File: src/rtl/fetch_pkg.sv
// Shared widths and FSM state encoding for the instruction fetch unit.
package fetch_pkg;

  localparam int ADDR_W  = 8;
  localparam int INSTR_W = 8;

  typedef logic [2:0] fetch_state_t;

  localparam fetch_state_t ST_IDLE    = 3'd0;
  localparam fetch_state_t ST_REQ     = 3'd1;
  localparam fetch_state_t ST_HOLD    = 3'd2;
  localparam fetch_state_t ST_DISCARD = 3'd3;
  localparam fetch_state_t ST_ERR     = 3'd4;

endpackage

File: src/rtl/fetch_timeout_ctr.sv
// Memory-wait watchdog: counts consecutive waiting cycles and flags expiry on the last allowed one.
module fetch_timeout_ctr #(
  parameter int TIMEOUT_CYCLES = 16
) (
  input  logic clk,
  input  logic rst,
  input  logic waiting,
  output logic expired
);

  localparam int CW = $clog2(TIMEOUT_CYCLES + 1);

  logic [CW-1:0] count;

  always_ff @(posedge clk) begin
    if (rst || !waiting) begin
      count <= '0;
    end else if (!expired) begin
      count <= count + CW'(1);
    end
  end

  // Expiry fires during the cycle that would make the count reach TIMEOUT_CYCLES.
  assign expired = waiting && (count == CW'(TIMEOUT_CYCLES - 1));

endmodule

File: src/rtl/fetch_unit.sv
// Instruction fetch unit: reads bytes at the PC, hands them to control, flushes on branch.
// Defining FETCH_TIMEOUT_EN adds a memory-wait watchdog driving a sticky fetch_err.
module fetch_unit
  import fetch_pkg::*;
#(
  parameter int TIMEOUT_CYCLES = 16
) (
  input  logic               clk,
  input  logic               RST,
  input  logic [ADDR_W-1:0]  pc_addr,
  input  logic               BRANCH,
  output logic               PCI,
  output logic               mem_req,
  output logic [ADDR_W-1:0]  mem_addr,
  input  logic               mem_ack,
  input  logic [INSTR_W-1:0] mem_data,
  output logic [INSTR_W-1:0] ir_out,
  output logic               ir_valid,
  input  logic               ir_ready,
  output logic               fetch_err
);

  fetch_state_t      state;
  logic              req_first;
  logic [ADDR_W-1:0] addr_q;
  logic              expire;

`ifdef FETCH_TIMEOUT_EN
  logic waiting;

  assign waiting = ((state == ST_REQ) || (state == ST_DISCARD)) && !mem_ack;

  fetch_timeout_ctr #(
    .TIMEOUT_CYCLES(TIMEOUT_CYCLES)
  ) u_timeout (
    .clk     (clk),
    .rst     (RST),
    .waiting (waiting),
    .expired (expire)
  );

  assign fetch_err = (state == ST_ERR);
`else
  logic unused_timeout_cfg;

  assign unused_timeout_cfg = |TIMEOUT_CYCLES;
  assign expire             = 1'b0;
  assign fetch_err          = 1'b0;
`endif

  // The first REQ cycle follows pc_addr live so a PC loaded by the branch edge is picked up.
  assign mem_req  = (state == ST_REQ) || (state == ST_DISCARD);
  assign mem_addr = ((state == ST_REQ) && req_first) ? pc_addr : addr_q;
  assign PCI      = (state == ST_REQ) && mem_ack && !BRANCH;

  always_ff @(posedge clk) begin
    if (RST) begin
      state     <= ST_IDLE;
      req_first <= 1'b0;
      addr_q    <= '0;
      ir_out    <= '0;
      ir_valid  <= 1'b0;
    end else begin
      case (state)
        ST_IDLE: begin
          state     <= ST_REQ;
          req_first <= 1'b1;
        end
        ST_REQ: begin
          if (req_first) begin
            addr_q <= pc_addr;
          end
          req_first <= 1'b0;
          if (expire) begin
            state <= ST_ERR;
          end else if (mem_ack && !BRANCH) begin
            ir_out   <= mem_data;
            ir_valid <= 1'b1;
            state    <= ST_HOLD;
          end else if (mem_ack) begin
            state     <= ST_REQ;
            req_first <= 1'b1;
          end else if (BRANCH) begin
            state <= ST_DISCARD;
          end
        end
        ST_DISCARD: begin
          if (expire) begin
            state <= ST_ERR;
          end else if (mem_ack) begin
            state     <= ST_REQ;
            req_first <= 1'b1;
          end
        end
        ST_HOLD: begin
          if (BRANCH || ir_ready) begin
            ir_valid  <= 1'b0;
            state     <= ST_REQ;
            req_first <= 1'b1;
          end
        end
        ST_ERR: begin
          state <= ST_ERR;
        end
        default: begin
          state <= ST_IDLE;
        end
      endcase
    end
  end

endmodule

File: config.mk
export PLATFORM = sky130hd
export DESIGN_NAME = fetch_unit
export DESIGN_NICKNAME = d
export VERILOG_FILES = /design/src/rtl/fetch_pkg.sv /design/src/rtl/fetch_timeout_ctr.sv /design/src/rtl/fetch_unit.sv
export SDC_FILE = /design/constraint.sdc
export NUM_CORES = 1
export LEC_CHECK = 0
export CAP_MARGIN = 20
export CORE_ASPECT_RATIO = 0.8
export CORE_MARGIN = 4
export CORE_UTILIZATION = 38
export DETAILED_ROUTE_END_ITERATION = 8
export GPL_TIMING_DRIVEN = 0
export PLACE_DENSITY_LB_ADDON = 0.1
export SLEW_MARGIN = 20
export SYNTH_ARGS = -nofsm -noshare
export SYNTH_HDL_FRONTEND = slang
export SYNTH_SLANG_ARGS = --single-unit
File: constraint.sdc
create_clock -name clk -period 1.61 [get_ports clk]
set_clock_uncertainty 0.2 [all_clocks]
set_input_delay 0.161 -clock clk [delete_from_list [all_inputs] [get_ports clk]]
set_output_delay 0.161 -clock clk [all_outputs]
set_load 0.01 [all_outputs]
==> impl_metrics.tcl <==
set metrics [dict create \
    avgSynthCellArea_um2 11.5 \
    grt_pass1_vias 835 \
    yosys.area.top_type_share 0.397 \
    remaining_drc_errors 0 \
    cts_root_buffer "clkbuf_4" \
    drv_cap 0 \
    whs_endpoint "ir_out[6]$_SDFFE_PP0P_" \
    yosysWarnings 0 \
    drtAntennaViolNets 0 \
    required_ns 1.25 \
    regToRegStartpoint "state[1]$_SDFFE_PP0P_" \
    antenna_found_initial 0 \
    ys_ff_latch 21 \
    drtPass1Iterations 5 \
    r2r_slack_ns -0.17 \
    cts.sinks 21 \
    slew_viol_final 0 \
    via_per_inst 4.64 \
    p_leak_nw 0.775 \
    grt_usage 0.138 \
    vias 881 \
    pre_cts_slack_ns -0.446 \
    reg2reg_to "ir_out[3]$_SDFFE_PP0P_" \
    crit_path_end_kind "output pin" \
    worstHoldStart "RST" \
    synth_nets 113 \
    n_antenna_cell 0 \
    synth_top_family_by_area "simple AND/OR/NAND/NOR gates" \
    die_h_um 55.2 \
    p_total_mw 1.13 \
    synthTopCellsByArea "dfxtp_1 (40%), mux2_4 (11%), nand2b_1 (9.5%), nor2b_4 (9.1%), mux2i_1 (7.6%)" \
    cts_made_buffers 3 \
    hold_path_class "in -> reg" \
    power_density_nw_per_um2 642 \
    slowest_stage "dfxtp_4" \
    synthAdderAreaFrac 0 \
    fp.dieArea_um2 3700 \
    area_delta_synth_final_pct 66.0 \
    fill_cells 195 \
    violations "setup timing" \
    cts.path.max_buffers 2 \
    cp_top_family "buffers and inverters" \
    setup_viol 26 \
    cts.reportedPaths.clkPinSlew_ns 0.12 \
    cts.htree.levels 1 \
    clkLatencyLatePin_ns 0.31 \
    rows 16 \
    cp.arrival_ns 1.68 \
    fin_crit_ns 2.04 \
    max_freq_mhz 491 \
    synth.distinct_cells 29 \
    synth_compound_area_frac 0.0496 \
    die_w_um 67.0 \
    drtIter0Drc 16 \
    fin_ws_ns -0.428 \
    path_cells "nor4bb_4, buf_6, buf_4, mux2_4, buf_6" \
    post_drt_wl_per_cell_um 13.8 \
    crit_buf_inv 3 \
    critPathKind "reg -> out" \
    rr_worst_depth 8 \
    syn-instance-count 92 \
    io_buffers 38 \
    gp_congestion 0.822 \
    hold_depth 3 \
    fin_nets 176 \
    period_share 1.27 \
    status "finished, violations left" \
    coreArea_um2 2540 \
    fin_util 0.691 \
    grt_pass1_wl_mm 3.88 \
    start_kind "flop" \
    yosys.area_share.xor_xnor 0 \
    grt_max_degree 12 \
    drive_above_1_share 0.435 \
    drt_wl_total_mm 2.63 \
    hold_viol 0 \
    seq_area_um2 433 \
    grt-ovfl-total 0 \
    slowest_delay_ns 0.37 \
    netlist_area_um2 1060 \
    grt_setup_unrepaired "yes" \
    synth-seq-area-share 0.397 \
    crit_path_frequent_cell "buf_6" \
    cts_tree "built" \
    synth.mux.area_fraction 0.189 \
    dp.final_hpwl_mm 1.63 \
    vdd_ir_drop_max_uv 612 \
    io_pins 41 \
    hold-worst-slack_ns 0.0503 \
    multi_input_area_um2 607 \
    yosys.area.top_type "dfxtp_1" \
    cp_max_fo 7 \
    synth_simple_gate_area_frac 0.301 \
    start_util 0.416 \
]
[layer usage]
| layer | up-vias | global-route usage | wire length (µm) |
|---|---|---|---|
| met2 | 24 | 0.244 | 1360 |
| met5 | - | 0 | 0 |
| li1 | 435 | - | - |
| met3 | 0 | 0.0507 | 148 |
| met4 | 0 | 0.0173 | 0 |
| met1 | 422 | 0.161 | 1120 |
[timing repair]
item,in CTS,in global routing
setup buffers,16,8
endpoints found under the hold margin,1,0
pin swaps,2,5
gates cloned,1,0
gates resized for setup,65,18
endpoints found under the setup margin,19,32
hold buffers,1,0
[cells in the final DEF (no fill, tap or decap), types with 2 or more instances in the layout]
| cell | Yosys | final |
|---|---|---|
| buf_4 | 2 | 13 |
| buf_6 | 3 | 19 |
| dlymetal6s2s_1 | 0 | 4 |
| nor2b_1 | 2 | 2 |
| mux2i_1 | 8 | 7 |
| mux2_4 | 8 | 8 |
| dfxtp_4 | 0 | 3 |
| o21a_1 | 2 | 2 |
| dfxtp_1 | 21 | 17 |
| nor3_1 | 2 | 2 |
| nand2b_1 | 16 | 16 |
| clkdlybuf4s50_1 | 0 | 24 |
| clkbuf_4 | 0 | 3 |
| clkbuf_2 | 2 | 2 |
| nor2b_4 | 7 | 7 |
| a21oi_2 | 0 | 2 |
[tightest hold or removal path: stages]
cell	delay, ns
clkbuf_2	0.17
nand2b_1	0.12
mux2i_1	0.06
[per-stage QoR]
step,std cells,cell area (µm²),setup TNS (ns)
3_5_place_dp,166,1490,-4.34
4_1_cts,187,1710,-4.89
3_3_place_gp,166,1490,-3.75
2_1_floorplan,92,1060,0
5_1_grt,190,1760,-7.09
6_report,190,1760,-5.40
[cells in the mapped netlist]
master / instances
a211oi_1: 1
a21oi_1: 2
a221oi_1: 1
a31oi_1: 1
and2b_1: 1
and3b_1: 1
and4bb_2: 1
buf_4: 2
buf_6: 3
clkbuf_2: 2
conb_1: 1
dfxtp_1: 21
inv_1: 1
mux2_4: 8
mux2i_1: 8
nand2_1: 1
nand2b_1: 16
nand3b_1: 1
nor2_1: 1
nor2b_1: 2
nor2b_4: 7
nor3_1: 2
nor3b_1: 1
nor4b_1: 1
nor4bb_4: 1
o21a_1: 2
o21ai_0: 1
or2_2: 1
or3b_2: 1
[sequential cells by signal, summed over array words and instances (netlist names)]
| name | cells |
|---|---|
| addr_q | 8 |
| ir_out | 8 |
| ir_valid | 1 |
| req_first | 1 |
| state | 3 |
[cells by family after synthesis]
family,count (synthesis)
buf+inv,8
compound gates,8
flops,21
other cells,1
mux,16
simple gates,38
[area by class of cell]
| cell class | count | area share |
|---|---|---|
| Tap cell | 36 | 0.0256 |
| Timing Repair Buffer | 59 | 0.336 |
| Multi-Input combinational cell | 63 | 0.345 |
| Buffer | 6 | 0.0292 |
| Sequential cell | 21 | 0.246 |
| Clock buffer | 4 | 0.0150 |
| Inverter | 1 | 0.00214 |
[worst max-delay path by stage]
stage / start / endpoint / slack (ns) / depth (start not counted)
after floorplan: state[2]$_SDFFE_PP0P_ / addr_q[6]$_SDFFE_PP0P_ / 0.01 / 4
after detailed placement: BRANCH / PCI / -0.45 / 4
after global placement: BRANCH / PCI / -0.42 / 4
after global routing: state[1]$_SDFFE_PP0P_ / mem_addr[6] / -0.51 / 5
final: state[1]$_SDFFE_PP0P_ / mem_addr[6] / -0.43 / 5
after CTS: state[2]$_SDFFE_PP0P_ / mem_addr[2] / -0.43 / 5
[report_power, final]
| group | total (mW) | internal, mW | leakage [nW] | switching (mW) |
|---|---|---|---|---|
| combinational | 0.321 | 0.212 | 0.587 | 0.109 |
| clock | 0.253 | 0.0965 | 0.0150 | 0.156 |
| sequential | 0.555 | 0.541 | 0.173 | 0.0144 |
No activity file was read; power rests on OpenSTA's default activity.
